===== config.mk =====
export PLATFORM = sky130hd
export DESIGN_NAME = corr_shift_sched
export DESIGN_NICKNAME = d
export VERILOG_FILES = /design/src/rtl/corr_pkg.sv /design/src/rtl/corr_trig_sync.sv /design/src/rtl/corr_shift_sched.sv
export SDC_FILE = /design/constraint.sdc
export NUM_CORES = 1
export LEC_CHECK = 0
export CAP_MARGIN = 20
export CORE_ASPECT_RATIO = 0.75
export CORE_MARGIN = 8
export CORE_UTILIZATION = 55
export CTS_CLUSTER_DIAMETER = 100
export DETAILED_ROUTE_END_ITERATION = 16
export PLACE_DENSITY = 0.79
export SETUP_SLACK_MARGIN = 0.5
export SLEW_MARGIN = 20
export SYNTH_ARGS = -nofsm -noshare
export SYNTH_HDL_FRONTEND = slang
export SYNTH_HIERARCHICAL = 1
export SYNTH_SLANG_ARGS = --single-unit

===== constraint.sdc =====
create_clock -name clk -period 3.9 [get_ports clk]
set_input_delay 0.39 -clock clk [delete_from_list [all_inputs] [get_ports clk]]
set_output_delay 0.39 -clock clk [all_outputs]
set_load 0.01 [all_outputs]

===== src/rtl/corr_pkg.sv =====
// rtl/corr_pkg.sv - shared correlator sizing constants and sequencer state encoding
package corr_pkg;

    localparam int DEPTH = 256;
    localparam int AW    = 8;
    localparam int DIV_W = 16;

    typedef enum logic [1:0] {
        ST_IDLE  = 2'd0,
        ST_WAIT  = 2'd1,
        ST_PRE   = 2'd2,
        ST_SWEEP = 2'd3
    } state_t;

endpackage


===== src/rtl/corr_trig_sync.sv =====
// rtl/corr_trig_sync.sv - two-flop synchroniser and rising-edge detect for the external trigger
module corr_trig_sync (
    input  logic clk,
    input  logic rst_n,
    input  logic trig,
    output logic rise
);

    // sync_q[1] is the synchronised level; sync_q[2] holds it one more cycle for edge detect
    logic [2:0] sync_q;

    always_ff @(posedge clk or negedge rst_n) begin
        if (!rst_n) begin
            sync_q <= '0;
        end else begin
            sync_q <= {sync_q[1:0], trig};
        end
    end

    assign rise = sync_q[1] & ~sync_q[2];

endmodule


===== src/rtl/corr_shift_sched.sv =====
// rtl/corr_shift_sched.sv - sample strobe scheduler and lag tagger for the correlator shift RAM
module corr_shift_sched
    import corr_pkg::*;
(
    input  logic             clk,
    input  logic             rst_n,
    input  logic             en,
    input  logic             trig_sel,
    input  logic [DIV_W-1:0] div_cfg,
    input  logic             ext_trig,
    input  logic             clr_stats,
    output logic             sin,
    output logic             lag_valid,
    output logic [AW-1:0]    lag_idx,
    output logic             lag_first,
    output logic             lag_last,
    output logic             busy,
    output logic             overrun,
    output logic [15:0]      sample_cnt,
    output logic [7:0]       miss_cnt
);

    localparam logic [DIV_W-1:0] MIN_DIV  = DIV_W'(DEPTH + 2);
    localparam logic [AW-1:0]    LAST_IDX = AW'(DEPTH - 1);

    state_t           state, state_nx;
    logic [DIV_W-1:0] eff_div, div_cnt;
    logic [AW-1:0]    sweep_cnt;
    logic             ext_rise, div_hit, trig_event, issue, drop;

    corr_trig_sync u_trig_sync (
        .clk   (clk),
        .rst_n (rst_n),
        .trig  (ext_trig),
        .rise  (ext_rise)
    );

    assign div_hit    = (state != ST_IDLE) && (div_cnt == eff_div - DIV_W'(1));
    assign trig_event = trig_sel ? ext_rise : div_hit;
    assign busy       = (state == ST_PRE) || (state == ST_SWEEP);
    assign drop       = trig_event && busy;

    always_comb begin
        state_nx = state;
        case (state)
            ST_IDLE:  if (en) state_nx = ST_WAIT;
            ST_WAIT: begin
                if (trig_event)  state_nx = ST_PRE;
                else if (!en)    state_nx = ST_IDLE;
            end
            ST_PRE:   state_nx = ST_SWEEP;
            ST_SWEEP: if (sweep_cnt == LAST_IDX) state_nx = en ? ST_WAIT : ST_IDLE;
            default:  state_nx = ST_IDLE;
        endcase
    end

    assign issue = (state == ST_WAIT) && (state_nx == ST_PRE);

    // Divider keeps running through PRE/SWEEP so the sample period stays absolute
    always_ff @(posedge clk or negedge rst_n) begin
        if (!rst_n) begin
            state     <= ST_IDLE;
            sin       <= 1'b0;
            eff_div   <= '0;
            div_cnt   <= '0;
            sweep_cnt <= '0;
        end else begin
            state <= state_nx;
            sin   <= issue;
            if (state == ST_IDLE) begin
                div_cnt <= '0;
                if (en) eff_div <= (div_cfg < MIN_DIV) ? MIN_DIV : div_cfg;
            end else begin
                div_cnt <= div_hit ? '0 : div_cnt + DIV_W'(1);
            end
            sweep_cnt <= (state == ST_SWEEP) ? sweep_cnt + AW'(1) : '0;
        end
    end

    // One register stage here lines lag tags up with the RAM's dshift word
    always_ff @(posedge clk or negedge rst_n) begin
        if (!rst_n) begin
            lag_valid <= 1'b0;
            lag_idx   <= '0;
            lag_first <= 1'b0;
            lag_last  <= 1'b0;
        end else begin
            lag_valid <= (state == ST_SWEEP);
            lag_idx   <= (state == ST_SWEEP) ? sweep_cnt : '0;
            lag_first <= (state == ST_SWEEP) && (sweep_cnt == '0);
            lag_last  <= (state == ST_SWEEP) && (sweep_cnt == LAST_IDX);
        end
    end

    always_ff @(posedge clk or negedge rst_n) begin
        if (!rst_n) begin
            overrun    <= 1'b0;
            sample_cnt <= '0;
            miss_cnt   <= '0;
        end else if (clr_stats) begin
            overrun    <= 1'b0;
            sample_cnt <= '0;
            miss_cnt   <= '0;
        end else begin
            if (issue) sample_cnt <= sample_cnt + 16'd1;
            if (drop) begin
                overrun <= 1'b1;
                if (miss_cnt != 8'hFF) miss_cnt <= miss_cnt + 8'd1;
            end
        end
    end

endmodule


==> results.sh, run 1 <==
export IMPL_cts_hold_buf=0
export IMPL_fp_coreArea_sq_um=7398
export IMPL_pwr_share_comb_pct=13.6
export IMPL_via_per_inst=6.119
export IMPL_final_setup_tns_ns=0
export IMPL_track_usage_pct=19.38
export IMPL_critPathArrivalTime_ns=3.53
export IMPL_cts_tree="built"
export IMPL_io_buffers=59
export IMPL_grt_first_pass_wirelength_microns=16480
export IMPL_p_per_area_nw_per_um2=360.2
export IMPL_grt_setup_unrepaired="false"
export IMPL_placedInstanceArea_sq_um=4860
export IMPL_avgSynthCellArea_sq_um=9.918
export IMPL_antenna_left=0
export IMPL_swShare_pct=25.77
export IMPL_post_route_util_pct=69.81
export IMPL_gp_congestion=0.8689
export IMPL_cts_root_buf="clkbuf_8"
export IMPL_drive_gt1_share_pct=10.08
export IMPL_critical_path_class="reg2reg"
export IMPL_antenna_found_initial=0
export IMPL_synthTopCellsByCount="82 x dfrtp_1, 41 x nor2_1, 31 x a21oi_1, 26 x nand3_1, 26 x xnor2_1"
export IMPL_cp_end_kind="flip-flop"
export IMPL_die_area_sq_um=10750
export IMPL_clk_latency_ns=0.36
export IMPL_routed_wl_microns=10560
export IMPL_status="complete, no violations"
export IMPL_dp_cells=565
export IMPL_whs_ns=0.07432
export IMPL_overflow=0
export IMPL_p_seq_share_pct=52.6
export IMPL_ys_async_sr_fraction_pct=100.0
export IMPL_finalSetupViolCount=0
export IMPL_dr_total_vias=3592
export IMPL_hold_path_class="in2async"
export IMPL_htree_levels=3
export IMPL_final_cells=587
export IMPL_synth_edff_count=0
export IMPL_p_int_mw=1.381
export IMPL_drt_iter0_drc=310
export IMPL_worstPathRequired_ns=4.17
export IMPL_yosysSeqAreaShare_pct=48.68
export IMPL_clockBufferDepth=2
export IMPL_grt_max_degree=83
export IMPL_dp_hpwl_microns=7057
export IMPL_final_area_sq_um=5165
export IMPL_syn_nets=453
export IMPL_drv_cap=0
export IMPL_worstMarginPinSlew_ns=1.014
export IMPL_num_fill_cells=562
export IMPL_power_mw=1.860
export IMPL_n_antenna_cell=0
export IMPL_initial_core_util_pct=56.98
export IMPL_place_worst_setup_slack_ns=0.3011
export IMPL_dr_pass1_iters=5
export IMPL_cts_sinks=82
export IMPL_fin_ws_ns=0.6350
export IMPL_drc=0
export IMPL_startpoint_type="flip-flop"
export IMPL_nets=510
export IMPL_fmaxAchievable_ghz=0.3063
export IMPL_finalMaxSlewViolations=0
export IMPL_synth_distinct_cells=53
export IMPL_ys_ff_latch=82
export IMPL_die_h_microns=91.82
export IMPL_clk_pin_slew_ns=0.08
export IMPL_p_clk_share_pct=33.8
export IMPL_max_slew_margin_pct=32.20
export IMPL_io_pins=60
export IMPL_syn_area_sq_um=4215
export IMPL_finalHoldViolations=0
export IMPL_ys_warn_count=6
export IMPL_synth_top_cell_by_area="dfrtp_1"
export IMPL_wl_per_cell_microns=17.98
export IMPL_synth_ff_type="dfrtp_1"
export IMPL_finalCritPeriodShare_pct=83.72
export IMPL_ir_drop_v=0.0002760
export IMPL_netlist_area_leader_share_pct=48.68
export IMPL_p_leak_nw=2.110
export IMPL_synth_most_common_cell="dfrtp_1"
export IMPL_cp_max_fo=9
export IMPL_syn_instance_count=425
export IMPL_grt_pass1_vias=3373
export IMPL_ys_top_cells_by_area="dfrtp_1 49%, xnor2_1 5.4%, a21oi_1 3.7%"
export IMPL_clock_skew_ns=0.007203
export IMPL_rows=27
export IMPL_dieWidth_microns=117.1
export IMPL_fin_crit_ns=3.265
export IMPL_cts_buffers=9
export IMPL_area_growth_pct=22.53
export IMPL_switchingPower_uw=479.5
## sequential cells by signal (all words and copies together) (netlist names)
register and cells:
lag_idx 8, eff_div 16, lag_valid 1, u_trig_sync/sync_q 3, div_cnt 16, miss_cnt 8, sweep_cnt 8, sin 1
state 2, lag_first 1, overrun 1, lag_last 1, sample_cnt 16
## worst max-delay path, cell delays in order (launching register included)
cell and delay, ns:
dfrtp_1 0.46, or4_4 0.61, nand2b_1 0.23, nor4bb_1 0.31
nor3_1 0.09, nand4bb_1 0.20, buf_4 0.19, o31a_2 0.43
or4_1 0.50, a21oi_1 0.15
## per-layer routing
| layer | track usage (%) | routed length [microns] |
|---|---|---|
| met1 | 26.10 | 4692 |
| met2 | 29.64 | 4860 |
| met3 | 4.715 | 788 |
| met4 | 7.120 | 215 |
| met5 | 0 | 0 |
## area by class of cell
class	count	area (sq um)	area share (%)
multi-input cells	310	2093	40.53
clock buffers	11	151.4	2.931
inverters	14	52.55	1.017
repair buffers	65	636.9	12.33
well taps	101	126.4	2.447
flip-flops and latches	82	2053	39.75
clock inverters	4	51.30	0.9932
## final timing paths
check	startpoint	end	slack (ns)	depth (start not counted)
max in group asynchronous	rst_n	eff_div[0]	3.33	1
worst min register to register	u_trig_sync/sync_q[0]	u_trig_sync/sync_q[1]	0.35	0
worst min-delay path	rst_n	div_cnt[4]	0.07	1
min in group clk	u_trig_sync/sync_q[0]	u_trig_sync/sync_q[1]	0.35	0
worst max-delay path	eff_div[4]	sample_cnt[10]	0.63	9
worst max register to register	eff_div[4]	sample_cnt[10]	0.63	9
## placed cells by master, fill, tap and decap left out, types with 3 or more instances in the layout
| master | instances |
|---|---|
| or3_1 | 13 |
| or3b_2 | 4 |
| o31a_4 | 3 |
| inv_1 | 14 |
| buf_4 | 6 |
| nand3_1 | 26 |
| nand4_1 | 3 |
| nor4_1 | 7 |
| nor3_1 | 7 |
| and3_1 | 15 |
| mux2_2 | 9 |
| or4_1 | 14 |
| clkbuf_8 | 11 |
| nand2b_1 | 3 |
| o31ai_1 | 11 |
| nor2b_1 | 3 |
| dfrtp_1 | 81 |
| ha_1 | 5 |
| xnor2_1 | 26 |
| o41ai_1 | 3 |
| a22o_1 | 7 |
| nor2_1 | 41 |
| a21oi_1 | 31 |
| o21ai_0 | 12 |
| clkdlybuf4s50_1 | 58 |
| xor2_1 | 14 |
| nand2_1 | 17 |
## repair_timing
action	CTS	global route
gates cloned	0	3
setup endpoints to repair	16	20
pin swaps	1	4
resized for setup	2	6
setup buffers	0	4
## cell families (layout without fill, tap and decap cells)
kind of cell	Yosys count	in the layout	synth area share, %
flip-flops	82	82	48.68
multiplexers	10	10	2.642
buffers and inverters	36	94	3.265
AO/OA/AOI/OAI	78	81	11.81
AND/OR/NAND/NOR	173	173	23.51
XOR/XNOR	40	40	8.311
adder cells (fa/ha/maj)	6	6	1.781
## power groups by stage
stage	registers [mW]	logic, mW	clock network, mW
after floorplan	0.990	0.107	0
after global placement	0.990	0.243	0
after detailed placement	0.991	0.249	0
after CTS	0.977	0.251	0.640
after global routing	0.987	0.280	0.676
final	0.979	0.253	0.629
Note: power is estimated with default switching activity, not from simulation.
==> inputs of run 2 (changes only) <==
Clock period 3.9 ns to 3.3 ns, I/O delays scaled along.
==> run 2 against run 1 <==
  * Sequential share of layout area down 1.9 points
  * Via count up 0.45%
  * Die area did not move
  * Wire length up 2.4%
  * Setup slack got worse by 0.55 ns
  * Critical path type unchanged
  * Global-route usage is 0.11 points lower
  * Count of clock-buffer cells in the layout is 2 lower
  * The flow now finishes with violations (negative hold slack)
==> results.sh, run 2 (same netlist as run 1, synthesis figures left out) <==
export IMPL_status="complete, but fails checks"
export IMPL_violations="negative hold slack"
export IMPL_finalCritPeriodShare_pct=97.44
export IMPL_grt_pass1_vias=3402
export IMPL_cts_tree="built"
export IMPL_critical_path_class="reg2reg"
export IMPL_ir_drop_v=0.0003334
export IMPL_nets=525
export IMPL_drc=0
export IMPL_critPathTopFamily="simple AND/OR/NAND/NOR gates"
export IMPL_finalMaxSlewViolations=0
export IMPL_antenna_found_initial=0
export IMPL_crit_start="eff_div[1]"
export IMPL_via_per_inst=5.983
export IMPL_drt_iter0_drc=226
export IMPL_track_usage_pct=19.27
export IMPL_rrSetupSlack_ns=0.08
export IMPL_cts_hold_buf=0
export IMPL_wl_per_cell_microns=17.93
export IMPL_crit_chain="buf_6 > or4_4 > or3_4 > a221oi_2 > a211o_1 > o211ai_1 > buf_4 > o31a_4 > or4b_1 > a21oi_1"
export IMPL_critPathArrivalTime_ns=3.50
export IMPL_io_buffers=59
export IMPL_max_slew_margin_pct=50.61
export IMPL_cts_buffers=9
export IMPL_worstSetupEndpoint="miss_cnt[5]"
export IMPL_drive_gt1_share_pct=17.33
export IMPL_dr_pass1_iters=5
export IMPL_finalSetupViolCount=0
export IMPL_post_route_util_pct=73.28
export IMPL_die_h_microns=91.82
export IMPL_clk_latency_ns=0.37
export IMPL_area_growth_pct=28.61
export IMPL_io_pins=60
export IMPL_dr_total_vias=3608
export IMPL_die_area_sq_um=10750
export IMPL_n_antenna_cell=0
export IMPL_dp_hpwl_microns=6847
export IMPL_clockBufferDepth=2
export IMPL_dieWidth_microns=117.1
export IMPL_final_common_cell="dfrtp_1"
export IMPL_clk_pin_slew_ns=0.11
export IMPL_fp_coreArea_sq_um=7398
export IMPL_cp_end_kind="flip-flop"
export IMPL_grt_max_degree=83
export IMPL_cts_root_buf="clkbuf_8"
export IMPL_fmaxAchievable_ghz=0.3110
export IMPL_slowest_delay_ns=0.53
export IMPL_drv_cap=0
export IMPL_multiInputGateArea_sq_um=2200
export IMPL_whs_ns=-0.01380
export IMPL_p_leak_nw=2.215
export IMPL_reg_top3="div_cnt (16), eff_div (16), sample_cnt (16)"
export IMPL_worst_path_buf_inv=2
export IMPL_initial_core_util_pct=56.98
export IMPL_mostFrequentLayoutCells="81 x dfrtp_1, 58 x clkdlybuf4s50_1, 41 x nor2_1"
export IMPL_grt_setup_unrepaired="true"
export IMPL_fin_crit_ns=3.215
export IMPL_fin_ws_ns=0.08463
export IMPL_hold_path_class="in2async"
export IMPL_p_per_area_nw_per_um2=405.6
export IMPL_cp_max_fo=8
export IMPL_seqCellArea_sq_um=2053
export IMPL_clock_skew_ns=0.01624
export IMPL_routed_wl_microns=10810
export IMPL_rows=27
export IMPL_cpMaxStageDelayCell="or4_4"
export IMPL_rr_worst_depth=10
export IMPL_power_mw=2.199
export IMPL_grt_first_pass_wirelength_microns=16660
export IMPL_antenna_left=0
export IMPL_worstReg2RegStart="eff_div[1]"
export IMPL_timing_rr_end="miss_cnt[5]"
export IMPL_final_area_sq_um=5421
export IMPL_startpoint_type="flip-flop"
export IMPL_cts_sinks=82
export IMPL_place_worst_setup_slack_ns=0.1483
export IMPL_gp_congestion=0.8337
export IMPL_num_fill_cells=511
export IMPL_worstPathRequired_ns=3.59
export IMPL_placedInstanceArea_sq_um=4960
export IMPL_finalHoldViolations=3
export IMPL_overflow=0
export IMPL_htree_levels=3
export IMPL_worstMarginPinSlew_ns=0.7408
export IMPL_critical_path_depth=10
-- run 2: layout make-up --
type	instances	share of cell area (%)
Timing Repair Buffer	82	14.72
Clock inverter	7	1.246
Multi-Input combinational cell	308	40.57
Clock buffer	9	2.285
Inverter	14	0.9693
Sequential cell	82	37.87
Tap cell	101	2.331
-- run 2: report_power, final --
group	total (mW)	switching, mW	internal [mW]
sequential	1.16	0.0747	1.08
combinational	0.309	0.143	0.166
clock	0.730	0.433	0.298
total	2.20	0.650	1.55
-- run 2: timing repair --
action,CTS,global route
pin swaps,6,10
gates resized for setup,6,26
setup buffers,4,10
endpoints found under the setup margin,24,26
cloned,0,2
-- run 2: worst reg2reg max path, stage by stage, from the launching register on --
cell and delay (ns):
dfrtp_1 0.44, buf_6 0.13, or4_4 0.53, or3_4 0.35
a221oi_2 0.24, a211o_1 0.14, o211ai_1 0.13, buf_4 0.18
o31a_4 0.33, or4b_1 0.50, a21oi_1 0.17
-- run 2: how the worst min path moves through the flow --
stage | to | slack (ns) | cells past startpoint | from
global placement | u_trig_sync/sync_q[1] | 0.34 | 0 | u_trig_sync/sync_q[0]
global route | eff_div[3] | 0.05 | 1 | rst_n
detailed placement | u_trig_sync/sync_q[1] | 0.34 | 0 | u_trig_sync/sync_q[0]
floorplan | div_cnt[0] | 0.03 | 0 | rst_n
finish | eff_div[3] | -0.01 | 1 | rst_n
CTS | eff_div[2] | 0.18 | 1 | rst_n
-- run 2: through the flow --
step	std cells	setup TNS, ns
after global routing	603	-0.01425
after floorplan	425	0
after detailed placement	571	0
after global placement	571	0
final	603	0
after CTS	591	0
-- run 2: layer usage --
layer  wire, microns  global-route usage (%)  share of wire (%)  vias to the layer above
met1            4903                   27.90                 45                     1778
met3             690                   4.912                6.4                       17
met4             133                   4.251                1.2                        0
li1                -                       -                  -                     1685
met5               0                       0                  0                        -
met2            5082                   28.26                 47                      128
==> inputs of run 3 (changes only) <==
Settings changed: ABC_AREA set to 1, CORE_MARGIN 8 to not set.
==> run 3 against run 2 <==
  * The flow finishes with violations (design-rule violations)
  * Power shrank 13%
  * Sequential power shrank 13%
  * Cell area shrank 0.65%
  * Non-clock buffer count shrank 20
  * First-iteration DRC count grew 8.8%
  * Synthesized cell count grew 33%
  * Combinational power shrank 74%
  * Critical path depth grew 5
  * Sequential share of layout area grew 0.22 points
  * Largest cell class unchanged
  * Highest routed layer unchanged
==> results.sh, run 3 <==
export IMPL_cpMaxStageDelayCell="dfrtp_1"
export IMPL_post_cts_setup_buffers=0
export IMPL_final_area_sq_um=5386
export IMPL_synth_distinct_cells=34
export IMPL_finalHoldViolations=0
export IMPL_cts_resized=0
export IMPL_routed_wl_microns=9756
export IMPL_reg_top3="div_cnt (16), eff_div (16), sample_cnt (16)"
export IMPL_fmaxAchievable_ghz=0.4108
export IMPL_io_pins=60
export IMPL_fp_coreArea_sq_um=7883
export IMPL_cts_tree="built"
export IMPL_drt_iter0_drc=246
export IMPL_worstMarginPinSlew_ns=0.8022
export IMPL_dr_total_vias=3833
export IMPL_grt_max_degree=83
export IMPL_finalSetupViolCount=0
export IMPL_area_growth_pct=20.15
export IMPL_avgSynthCellArea_sq_um=7.907
export IMPL_cts_sinks=82
export IMPL_p_leak_nw=2.596
export IMPL_initial_core_util_pct=56.87
export IMPL_dieWidth_microns=106.3
export IMPL_slowest_delay_ns=0.40
export IMPL_crit_chain="inv_1 > ha_1 > nand2_2 > nor2_2 > nand2_1 > nand3_1 > nand2_1 > nor2_1 > nand2_1 > nor2_2 > nand3_2 > nand2_4 > nand2_4 > nand2_2 > o21ai_0"
export IMPL_synth_edff_count=0
export IMPL_grt_first_pass_wirelength_microns=16570
export IMPL_cts_hold_buf=0
export IMPL_clock_skew_ns=0.01725
export IMPL_drc=1
export IMPL_hold_path_class="in2async"
export IMPL_finalCritPeriodShare_pct=73.77
export IMPL_ys_top_cells_by_area="dfrtp_1 46%, nand2_1 11%, nor2_1 5.8%"
export IMPL_violations="design-rule violations"
export IMPL_grt_setup_unrepaired="false"
export IMPL_startpoint_type="flip-flop"
export IMPL_die_h_microns=80.19
export IMPL_ys_ff_latch=82
export IMPL_mostFrequentLayoutCells="134 x nand2_1, 82 x dfrtp_1, 69 x nor2_1"
export IMPL_cts_root_buf="clkbuf_8"
export IMPL_gp_congestion=0.8859
export IMPL_via_per_inst=5.187
export IMPL_synth_top_cell_by_area="dfrtp_1"
export IMPL_clockBufferDepth=2
export IMPL_syn_area_sq_um=4483
export IMPL_final_setup_tns_ns=0
export IMPL_status="complete, but fails checks"
export IMPL_cp_end_kind="flip-flop"
export IMPL_netlist_area_leader_share_pct=45.77
export IMPL_htree_levels=3
export IMPL_grt_pass1_vias=3590
export IMPL_synth_ff_type="dfrtp_1"
export IMPL_rows=28
export IMPL_critPathArrivalTime_ns=2.67
export IMPL_wl_per_cell_microns=13.20
export IMPL_final_common_cell="nand2_1"
export IMPL_worstPathRequired_ns=3.54
export IMPL_max_slew_margin_pct=46.12
export IMPL_track_usage_pct=25.04
export IMPL_antenna_found_initial=0
export IMPL_dp_hpwl_microns=6906
export IMPL_clk_pin_slew_ns=0.08
export IMPL_drive_gt1_share_pct=6.151
export IMPL_ir_drop_v=0.0003513
export IMPL_fin_crit_ns=2.434
export IMPL_synth_most_common_cell="nand2_1"
export IMPL_ys_async_sr_fraction_pct=100.0
export IMPL_nets=657
export IMPL_power_mw=1.908
export IMPL_cpMostUsedCell="nand2_1"
export IMPL_antenna_left=0
export IMPL_critical_path_class="reg2reg"
export IMPL_dr_pass1_iters=12
export IMPL_n_antenna_cell=0
export IMPL_clk_latency_ns=0.37
export IMPL_synthTopCellsByCount="134 x nand2_1, 82 x dfrtp_1, 69 x nor2_1, 67 x inv_1, 46 x nand3_1"
export IMPL_ys_warn_count=6
export IMPL_p_per_area_nw_per_um2=354.2
export IMPL_yosysSeqAreaShare_pct=45.77
export IMPL_cts_buffers=9
export IMPL_finalMaxSlewViolations=0
export IMPL_overflow=0
export IMPL_post_route_util_pct=68.33
export IMPL_die_area_sq_um=8520
export IMPL_syn_nets=595
export IMPL_syn_instance_count=567
export IMPL_cp_max_fo=20
export IMPL_whs_ns=0.01118
export IMPL_io_buffers=59
export IMPL_drv_cap=0
export IMPL_placedInstanceArea_sq_um=5164
run 3: cell types whose count changed after synthesis, moves of 14 or more:
cell	change
and3_1	-15
a21oi_1	-25
nor2_1	+28
nand3_1	+20
inv_1	+53
nor3_1	+14
nand2_1	+117
xor2_1	+14
run 3: cells by family after synthesis:
family / synth area share [%]
AND/OR/NAND/NOR: 32.18
flip-flops: 45.77
buffers and inverters: 7.145
XOR/XNOR: 8.513
AO/OA/AOI/OAI: 4.717
adder cells (fa/ha/maj): 1.675
run 3: path summary, 6_finish.rpt:
path	slack, ns	cells after the start	end	start
setup reg to reg	0.87	15	sample_cnt[2]	eff_div[0]
setup / recovery	0.87	15	sample_cnt[2]	eff_div[0]
hold reg to reg	0.36	0	u_trig_sync/sync_q[1]	u_trig_sync/sync_q[0]
max in group asynchronous	2.79	1	eff_div[15]	rst_n
min in group clk	0.36	0	u_trig_sync/sync_q[1]	u_trig_sync/sync_q[0]
hold / removal	0.01	1	eff_div[2]	rst_n
run 3: area by class of cell:
cell class / count / area [sq um]
inverters: 69 / 259.0
clock buffers: 12 / 145.1
well taps: 105 / 131.4
fillers: 650 / 2496
multi-input cells: 405 / 2111
clock inverters: 4 / 73.82
flip-flops and latches: 82 / 2052
repair buffers: 62 / 614.3
run 3: where the power goes:
part	switching, mW	leakage, nW	total, mW	internal, mW
Combinational	0.0480	1.43	0.0806	0.0326
Clock	0.368	0.111	0.817	0.449
Sequential	0.00291	1.06	1.01	1.01
run 3: metal layers:
metal / GRT usage, % / up-vias / wire [microns]
met4: 6.111 / 0 / 73
met5: 0 / - / 0
met3: 6.818 / 7 / 518
met1: 35.37 / 1773 / 4869
met2: 38.25 / 111 / 4294
li1: - / 1942 / -
run 3: stage by stage:
step	worst slack (ns)	instances
floorplan	1.245	567
global placement	0.9956	723
detailed placement	0.8725	723
CTS	0.8755	739
global route	0.5904	739
finish	0.8656	739
run 3: critical path: cells and delay by family, from the launching register on:
family / cells / cell delay (ns)
and+or+nand+nor: 12 / 1.45
DFF: 1 / 0.40
adders and majority gates: 1 / 0.21
buffers and inverters: 1 / 0.11
AOI/OAI and AO/OA: 1 / 0.13
